==> config.mk <==
export PLATFORM = sky130hd
export DESIGN_NAME = fpu_issue_ctrl
export DESIGN_NICKNAME = d
export VERILOG_FILES = /design/src/rtl/fpu_ctrl_pkg.sv /design/src/rtl/fpu_rsp_fifo.sv /design/src/rtl/fpu_issue_ctrl.sv
export SDC_FILE = /design/constraint.sdc
export NUM_CORES = 1
export LEC_CHECK = 0
export BUFFER_PORTS_ARGS = -buffer_cell sky130_fd_sc_hd__buf_2
export CORE_ASPECT_RATIO = 0.8
export CORE_MARGIN = 1
export CORE_UTILIZATION = 30
export CTS_CLUSTER_SIZE = 25
export DETAILED_ROUTE_END_ITERATION = 7
export GPL_TIMING_DRIVEN = 0
export SLEW_MARGIN = 10
export SYNTH_ARGS = -nofsm -noshare
export SYNTH_HDL_FRONTEND = slang
export SYNTH_SLANG_ARGS = --single-unit
==> constraint.sdc <==
create_clock -name clk -period 4.4 [get_ports clk]
set_clock_uncertainty 0.15 [all_clocks]
set_input_delay 0.22 -clock clk [delete_from_list [all_inputs] [get_ports clk]]
set_output_delay 0.22 -clock clk [all_outputs]
set_load 0.02 [all_outputs]
==> src/rtl/fpu_ctrl_pkg.sv <==
// Shared types for the FPU issue controller slice.
//   fpu_op_e    : operation codes presented to the FPU core
//   fpu_flags_t : core status flags, MSB first {inf..div_by_zero}
//   pipe_ent_t  : in-flight tracking entry {valid, id, tag}
package fpu_ctrl_pkg;

  typedef enum logic [2:0] {
    ADD = 3'd0,
    SUB = 3'd1,
    MUL = 3'd2,
    DIV = 3'd3,
    I2F = 3'd4,
    F2I = 3'd5
  } fpu_op_e;

  typedef struct packed {
    logic inf;
    logic snan;
    logic qnan;
    logic ine;
    logic overflow;
    logic underflow;
    logic zero;
    logic div_by_zero;
  } fpu_flags_t;

  // Tag field is sized for the widest requester tag the slice supports;
  // users with TAG_W <= PIPE_TAG_W keep their tag in the low bits.
  localparam int unsigned PIPE_TAG_W = 16;

  typedef struct packed {
    logic                  valid;
    logic                  id;
    logic [PIPE_TAG_W-1:0] tag;
  } pipe_ent_t;

endpackage

==> src/rtl/fpu_rsp_fifo.sv <==
// Synchronous response FIFO, no fall-through.
//   clk, rst      : clock, synchronous active-high reset (flushes contents)
//   push, wdata   : write request and data
//   pop, rdata    : read request and head data (zero while empty)
//   count         : current occupancy
//   empty, full   : occupancy status
module fpu_rsp_fifo
  import fpu_ctrl_pkg::*;
#(
  parameter int unsigned DEPTH = 4,
  parameter int unsigned WIDTH = 45
) (
  input  logic                       clk,
  input  logic                       rst,
  input  logic                       push,
  input  logic [WIDTH-1:0]           wdata,
  input  logic                       pop,
  output logic [WIDTH-1:0]           rdata,
  output logic [$clog2(DEPTH+1)-1:0] count,
  output logic                       empty,
  output logic                       full
);

  localparam int unsigned PW = (DEPTH > 1) ? $clog2(DEPTH) : 1;
  localparam int unsigned CW = $clog2(DEPTH+1);

  logic [WIDTH-1:0] mem [DEPTH];
  logic [PW-1:0]    wr_ptr;
  logic [PW-1:0]    rd_ptr;
  logic [CW-1:0]    cnt;
  logic             do_push;
  logic             do_pop;

  function automatic logic [PW-1:0] bump(input logic [PW-1:0] p);
    return (p == PW'(DEPTH-1)) ? '0 : p + PW'(1);
  endfunction

  assign empty   = (cnt == '0);
  assign full    = (cnt == CW'(DEPTH));
  assign count   = cnt;
  assign do_pop  = pop && !empty;
  assign do_push = push && (!full || do_pop);
  assign rdata   = empty ? '0 : mem[rd_ptr];

  always_ff @(posedge clk) begin
    if (do_push) mem[wr_ptr] <= wdata;
  end

  always_ff @(posedge clk) begin
    if (rst) begin
      wr_ptr <= '0;
      rd_ptr <= '0;
      cnt    <= '0;
    end else begin
      if (do_push) wr_ptr <= bump(wr_ptr);
      if (do_pop)  rd_ptr <= bump(rd_ptr);
      case ({do_push, do_pop})
        2'b10:   cnt <= cnt + CW'(1);
        2'b01:   cnt <= cnt - CW'(1);
        default: ;
      endcase
    end
  end

endmodule

==> src/rtl/fpu_issue_ctrl.sv <==
// Shares one fixed-latency FPU core between two requesters.
//   clk, rst                  : clock, synchronous active-high reset
//   reqN_valid/ready          : request handshake, N = 0,1
//   reqN_op/rmode/opa/opb/tag : request fields
//   fpu_op, rmode, opa, opb   : registered core inputs
//   fpu_res, fpu_flags        : core outputs, valid LAT cycles after inputs
//   rsp_valid/ready           : response handshake
//   rsp_out/flags/id/tag      : response FIFO head
module fpu_issue_ctrl #(
  parameter int unsigned LAT   = 4,
  parameter int unsigned DEPTH = 4,
  parameter int unsigned TAG_W = 4
) (
  input  logic             clk,
  input  logic             rst,
  input  logic             req0_valid,
  output logic             req0_ready,
  input  logic [2:0]       req0_op,
  input  logic [1:0]       req0_rmode,
  input  logic [31:0]      req0_opa,
  input  logic [31:0]      req0_opb,
  input  logic [TAG_W-1:0] req0_tag,
  input  logic             req1_valid,
  output logic             req1_ready,
  input  logic [2:0]       req1_op,
  input  logic [1:0]       req1_rmode,
  input  logic [31:0]      req1_opa,
  input  logic [31:0]      req1_opb,
  input  logic [TAG_W-1:0] req1_tag,
  output logic [2:0]       fpu_op,
  output logic [1:0]       rmode,
  output logic [31:0]      opa,
  output logic [31:0]      opb,
  input  logic [31:0]      fpu_res,
  input  logic [7:0]       fpu_flags,
  output logic             rsp_valid,
  input  logic             rsp_ready,
  output logic [31:0]      rsp_out,
  output logic [7:0]       rsp_flags,
  output logic             rsp_id,
  output logic [TAG_W-1:0] rsp_tag
);

  import fpu_ctrl_pkg::*;

  localparam int unsigned FCW = $clog2(DEPTH+1);
  localparam int unsigned CW  = $clog2(DEPTH+LAT+2);
  localparam int unsigned RW  = 32 + 8 + 1 + TAG_W;

  pipe_ent_t [LAT:0]  pipe_q;
  pipe_ent_t          new_ent;
  logic               last_grant_q;
  logic [CW-1:0]      inflight;
  logic [FCW-1:0]     fcount;
  logic               issue_ok;
  logic               accept0;
  logic               accept1;
  logic               fifo_empty;
  logic               unused_fifo_full;
  logic [PIPE_TAG_W-1:0] unused_tag_hi;
  logic [RW-1:0]      fifo_wdata;
  logic [RW-1:0]      fifo_rdata;
  fpu_flags_t         core_flags;

  // Every op counts against the credit limit from accept until its response
  // pops, so the FIFO always has room when the core result lands.
  always_comb begin
    inflight = '0;
    for (int unsigned i = 0; i <= LAT; i++) begin
      inflight = inflight + CW'(pipe_q[i].valid);
    end
  end

  assign issue_ok = !rst && ((inflight + CW'(fcount)) < CW'(DEPTH));

  // last_grant_q = 1 means req1 won most recently, so req0 wins a tie.
  always_comb begin
    req0_ready = 1'b0;
    req1_ready = 1'b0;
    if (issue_ok) begin
      if (req0_valid && req1_valid) begin
        req0_ready = last_grant_q;
        req1_ready = !last_grant_q;
      end else begin
        req0_ready = req0_valid;
        req1_ready = req1_valid;
      end
    end
  end

  assign accept0 = req0_valid && req0_ready;
  assign accept1 = req1_valid && req1_ready;

  always_comb begin
    new_ent       = '0;
    new_ent.valid = accept0 || accept1;
    new_ent.id    = accept1;
    new_ent.tag   = PIPE_TAG_W'(accept1 ? req1_tag : req0_tag);
  end

  always_ff @(posedge clk) begin
    if (rst) begin
      last_grant_q <= 1'b1;
      fpu_op       <= '0;
      rmode        <= '0;
      opa          <= '0;
      opb          <= '0;
    end else if (accept0) begin
      last_grant_q <= 1'b0;
      fpu_op       <= req0_op;
      rmode        <= req0_rmode;
      opa          <= req0_opa;
      opb          <= req0_opb;
    end else if (accept1) begin
      last_grant_q <= 1'b1;
      fpu_op       <= req1_op;
      rmode        <= req1_rmode;
      opa          <= req1_opa;
      opb          <= req1_opb;
    end
  end

  // Stage LAT lines up with the cycle the core result is valid.
  always_ff @(posedge clk) begin
    if (rst) begin
      pipe_q <= '0;
    end else begin
      pipe_q <= {pipe_q[LAT-1:0], new_ent};
    end
  end

  assign core_flags    = fpu_flags;
  assign fifo_wdata    = {fpu_res, core_flags, pipe_q[LAT].id, pipe_q[LAT].tag[TAG_W-1:0]};
  assign unused_tag_hi = pipe_q[LAT].tag >> TAG_W;

  fpu_rsp_fifo #(
    .DEPTH (DEPTH),
    .WIDTH (RW)
  ) u_rsp_fifo (
    .clk   (clk),
    .rst   (rst),
    .push  (pipe_q[LAT].valid),
    .wdata (fifo_wdata),
    .pop   (rsp_valid && rsp_ready),
    .rdata (fifo_rdata),
    .count (fcount),
    .empty (fifo_empty),
    .full  (unused_fifo_full)
  );

  assign rsp_valid = !fifo_empty;
  assign {rsp_out, rsp_flags, rsp_id, rsp_tag} = fifo_rdata;

endmodule
# Word level (Yosys, flattened, before mapping)
# Memory sizes are Yosys's and may differ from the RTL's. A register that Yosys moved wholly into a read port is not among the register bits.
# Index checks and enable logic that the tools add are counted.
[totals] memories=1 ramBits=180 inputBits=191 word_cells=78 out_inout_bits=117 regBits=107
[mem_list] memory="u_rsp_fifo.mem" depth=4 word_bits=45 rd=1 rd_clocked_by_memory_dff=1 wr=1 line_no="fpu_rsp_fifo.sv:27" text="logic [WIDTH-1:0] mem [DEPTH];"
[classes] reduce_logical=16 muxes=23 addsub=9 eq_ne=5 magnitude_cmp=1
[op_table] cell="two-way mux 32 bit" n=4
[op_table] cell="two-way mux 45 bit" n=1
[op_table] cell="two-way mux 2 bit" n=6
[op_table] cell="two-way mux 1 bit" n=8
[op_table] cell="logical AND 1 bit" n=7
[op_table] cell="equality test 2 bit, second input constant" n=3
[op_table] cell="two-way mux 3 bit" n=2
[op_table] cell="one-hot mux 3 bit (2 select lines)" n=1
[op_table] cell="adder 2 x 1 -> 2 bit, second input constant" n=2
[op_table] cell="adder 3 x 1 -> 4 bit" n=1
[op_table] cell="adder 4 x 1 -> 4 bit" n=1
[op_table] cell="adder 4 x 3 -> 4 bit" n=1
[op_table] cell="logical NOT 1 bit" n=4
[op_table] cell="< comparator 4 x 3 -> 1 bit, second input constant" n=1
[op_table] cell="two-way mux 4 bit" n=1
[op_table] cell="nonzero test 2 bit" n=2
[op_table] cell="adder 2 x 1 -> 3 bit" n=1
[op_table] cell="adder 3 x 1 -> 3 bit, second input constant" n=1
[op_table] cell="equality test 3 bit, second input constant" n=1
[op_table] cell="logical NOT 3 bit" n=1
[op_table] cell="subtractor 3 x 1 -> 3 bit, second input constant" n=1
[op_table] cell="adder 1 x 1 -> 2 bit" n=1
[op_table] cell="equality test 2 x 1 -> 1 bit, second input constant" n=1
[op_table] cell="logical OR 1 bit" n=2

# Logic depth before layout (Yosys ltp)
[depth] word_depth=11 ltp_mapped=9 depth_no_buf=9

# Hierarchy
# From an unflattened synthesis, not the netlist that was laid out.
[unflattened] hier_cells=745 hier_area_um2=11624.9
[by_module_without_submodules] module="fpu_rsp_fifo" seq_area_each_um2=5585.4 cells_each=351 area_each_um2=7370.8 n_inst=1
[by_module_without_submodules] module="fpu_issue_ctrl" seq_area_each_um2=2001.9 cells_each=394 area_each_um2=4254.1 n_inst=1

# Worst setup path before layout
# OpenSTA, ideal clock, no wires.
[synth_timing] kind="register -> register" start="register pipe_q[17] in the netlist's numbering" end="register opa[15]" n_path_buf=2 stages_incl_launch_ff=9 arrival_time_ns=2.795 slack_ns=1.309 synth_period_minus_slack_ns=3.091 cell_sequence="dfxtp_1 -> fa_1 -> fa_1 -> ha_1 -> or4_1 -> a311oi_2 -> buf_2 -> buf_2 -> a211oi_2"
[synth_via] elab_chain_cells=10 word_cells_on_any_way=13 classes_between="add/sub: 5; order compare: 1; mux: 3; reduce/logical: 4"
[synth_lines] element="start, declared" line_no="fpu_issue_ctrl.sv:50" text="pipe_ent_t [LAT:0] pipe_q;"
[synth_lines] element="start signal, assigned" line_no="fpu_issue_ctrl.sv:128" text="pipe_q <= {pipe_q[LAT-1:0], new_ent};"
[synth_lines] element="adder 1 x 1 -> 2 bit *" line_no="fpu_issue_ctrl.sv:70" text="inflight = inflight + CW'(pipe_q[i].valid);"
[synth_lines] element="adder 2 x 1 -> 3 bit *" line_no="fpu_issue_ctrl.sv:70"
[synth_lines] element="adder 3 x 1 -> 4 bit *" line_no="fpu_issue_ctrl.sv:70"
[synth_lines] element="adder 4 x 1 -> 4 bit *" line_no="fpu_issue_ctrl.sv:70"
[synth_lines] element="adder 4 x 3 -> 4 bit *" line_no="fpu_issue_ctrl.sv:74" text="assign issue_ok = !rst && ((inflight + CW'(fcount)) < CW'(DEPTH));"
[synth_lines] element="< comparator 4 x 3 -> 1 bit *" line_no="fpu_issue_ctrl.sv:74"
[synth_lines] element="logical AND 1 bit *" line_no="fpu_issue_ctrl.sv:74"
[synth_lines] element="two-way mux 1 bit" line_no="fpu_issue_ctrl.sv:80" text="if (issue_ok) begin"
[synth_lines] element="logical AND 1 bit (on tied branches)" line_no="fpu_issue_ctrl.sv:91, fpu_issue_ctrl.sv:92"
[synth_lines] element="two-way mux 32 bit / nonzero test 2 bit (equally long branches)"
[synth_lines] element="end signal, assigned" line_no="fpu_issue_ctrl.sv:112" text="opa <= req0_opa;"
[synth_lines] element="end signal, assigned" line_no="fpu_issue_ctrl.sv:118" text="opa <= req1_opa;"
[synth_lines] element="end, declared" line_no="fpu_issue_ctrl.sv:32" text="output logic [31:0] opa,"
# Every way passes the cells marked *; elsewhere a longest branch is shown, timed or not.
# A chain may end at the register's enable or synchronous reset.

# Final worst setup path
[layout_timing] start="register pipe_q[17] in the netlist's numbering" end="output req1_ready"
[layout_via] elab_chain_cells=8
[layout_lines] element="adder 1 x 1 -> 2 bit" line_no="fpu_issue_ctrl.sv:70"
[layout_lines] element="adder 2 x 1 -> 3 bit" line_no="fpu_issue_ctrl.sv:70"
[layout_lines] element="adder 3 x 1 -> 4 bit" line_no="fpu_issue_ctrl.sv:70"
[layout_lines] element="adder 4 x 1 -> 4 bit" line_no="fpu_issue_ctrl.sv:70"
[layout_lines] element="adder 4 x 3 -> 4 bit" line_no="fpu_issue_ctrl.sv:74"
[layout_lines] element="< comparator 4 x 3 -> 1 bit" line_no="fpu_issue_ctrl.sv:74"
[layout_lines] element="logical AND 1 bit" line_no="fpu_issue_ctrl.sv:74"
[layout_lines] element="two-way mux 1 bit" line_no="fpu_issue_ctrl.sv:80"
[layout_lines] element="end, declared" line_no="fpu_issue_ctrl.sv:24" text="output logic req1_ready,"
# Every way passes these cells.

==> run metrics <==
status finished with violations; violated checks design-rule violations; design area between 0.015 and 0.02 mm^2; leakage about 6.7 nW; Root Driver clkbuf_16; Initial Util 30.7%; Crit Path Class register to output pin; r2r endpoint pipe_q[1]; setup TNS 0 ns; CP required 4.03 ns; CTS tree yes; synthesized cell area roughly 0.011 mm^2; Max Fanout on Critical Path 6; Hold Startpoint rst; Post-Syn Instances 733; clock buffer depth 3; vias in the first global route 8608; Worst-Margin Slew 0.863 ns; Detailed Place HPWL between 20000 and 25000 um; Rows 63; crit-path most repeated cell fa_1; Post-DRT Antenna Nets 0; Buffers & Inverters on Critical Path 2; Synth-to-Final Area Change 44.2%; Worst setup EP type output pin; maxcap violations 0; dpl cells 1527; RePlAce Congestion 0.820; Final WS setup roughly 0.47 ns; RSZ-0062 raised after global routing false; count of final setup violators 0; worst-path cell chain fa_1 > fa_1 > ha_1 > or4_1 > a31oi_1 > nand3_1 > inv_1 > buf_2; Clk Latency, worst-skew pair 0.57 ns; die area between 0.03 and 0.04 mm^2; DR vias/cell 4.57; Net Count, Synth 936; Layout Cells excl Fill 1776; Peak VDD IR 0.295 mV; Seq/Total Area, Yosys 66.1%; grt met1 use a little under a fifth; critical path arrival 3.56 ns; ys flop type edfxtp_1; R2R Path Start pipe_q[17]; period utilisation layout 89.4%; placed cell area 0.0136 mm^2; Tot GR Track Use 16.2%; Reg2Reg Depth 8; largest net degree at the start of global routing 46; layout filler cell count 3386; pre-CTS setup slack 0.723 ns; first-pass GRT wire length 48100 um; Port Buffers 307; PwrDens 382 mW/mm^2; met2 Use GR between 20% and 30%; CTS sink cnt 289; Crit path max-delay family adder cells; Starting DRT DRC Count 306; DR pass1 iterations 6; Hold Path Class input pin to register; IO Pins just over 300; Avg WL per Cell 18.0 um; Die X 221 um; clock-pin slew on the worst setup and hold paths 0.06 ns; number of CTS-inserted buffers 30; core area 0.0374 mm^2; Final Critical Period 3.93 ns; Ys Warns 0; CP peak stage delay between 0.5 and 0.6 ns; Final Util 44.3%; Die H 177 um; htree depth 1; reg2reg setup slack 0.68 ns; via count 8116; global route hottest layer met2; Hold Path Cell Cnt 4; Synth cell types 29; Yosys reg bits 289; final-report max-slew violation count 0; Hold EP fifo_wdata[1]; Hold Vio Cnt, Final 0; ys async rst share 0%; PnR Total Power 6.32 mW; startpoint types register; Routed WL 32000 um; Residual DRC 11; CP max stage cell or4_1; Worst slew margin a little over two fifths; Synth Area per Inst approximately 16 um^2; initial antenna violation count 5; met3 Resource Use GR 3.85%; number of synthesized flops with an enable pin between 150 and 200; share of post-route cells with drive strength above 1 ~36%; final hold slack roughly 0.22 ns; remaining global-route overflow 0; Worst path depth 8; fmax around 250 MHz; layout net count 1465
==> layout make-up <==
class	instances	area, um^2	area share [%]
antenna	3	7.51	0.0454
buffer	50	248	1.50
clock buffer	38	821	4.96
clock inverter	18	190	1.15
inverter	10	37.5	0.227
multi-input combinational	384	3610	21.8
sequential	289	7590	45.8
tap	487	609	3.68
timing repair buffer	497	3440	20.8
==> state kept, by name (all words and copies together) (netlist names), 3 cells and up, named ones only <==
name and cells:
fifo_wdata 5, opa 32, u_rsp_fifo.count 3, pipe_q 25, fpu_op 3, opb 32
u_rsp_fifo.mem 180
==> logic make-up after synthesis <==
kind of cell	count (synthesis)	share of synthesized area, %
buffers and inverters	60	2.49
xor gates and xnor gates	2	0.153
AOI/OAI and AO/OA	80	6.93
adders and majority gates	12	1.50
and+or+nand+nor	172	7.60
DFF	289	66.1
muxes	118	15.2
==> synthesized netlist by cell type (9+ instances only) <==
cell type / n / area [um^2]
dfxtp_1: 109 / 2180
nand2b_1: 9 / 56.3
nor2_1: 73 / 274
a211oi_2: 40 / 500
clkbuf_1: 28 / 105
mux2i_1: 73 / 731
nor2b_1: 26 / 163
ha_1: 9 / 113
and2_1: 49 / 307
inv_1: 10 / 37.5
buf_2: 12 / 60.1
edfxtp_1: 180 / 5410
mux4_2: 45 / 1010
a211oi_1: 29 / 218
==> layout by cell type, fill, tap and decap left out, types with 26 or more instances in the layout <==
master,instances
buf_2,319
clkbuf_16,30
mux2i_1,73
nor2b_1,26
edfxtp_1,180
dfxtp_1,109
mux4_2,45
a211oi_2,40
and2_1,45
nor2_1,73
clkbuf_1,32
dlygate4sd3_1,190
a211oi_1,29
==> worst max-delay path by stage <==
stage	from	to	slack, ns
2_1_floorplan	pipe_q[17]	opa[15]	1.31
3_3_place_gp	pipe_q[17]	opa[21]	0.73
3_5_place_dp	pipe_q[17]	opa[22]	0.72
4_1_cts	pipe_q[17]	req1_ready	0.39
5_1_grt	pipe_q[17]	req1_ready	0.26
6_report	pipe_q[17]	req1_ready	0.47
==> layer usage <==
metal	share of wire, %	wire (um)
met5	0.034	11
met4	4.8	1530
met3	6.1	1940
met2	50	15800
met1	40	12700
==> timing repair <==
action	in CTS	in global routing
setup buffers	0	0
hold buffers	190	0
resized for setup	0	0
setup endpoints to repair	0	0
hold endpoints to repair	239	0
==> power by group <==
group	switching (mW)	internal [mW]	leakage, nW
registers	0.0341	2.94	2.51
clock network	1.09	1.50	0.502
logic	0.379	0.378	3.64
==> worst min-delay path, delay by kind of cell <==
family | cells | cell delay, ns
and+or+nand+nor | 1 | 0.14
buffers and inverters | 3 | 0.54
(Power assumes the default switching activity.)
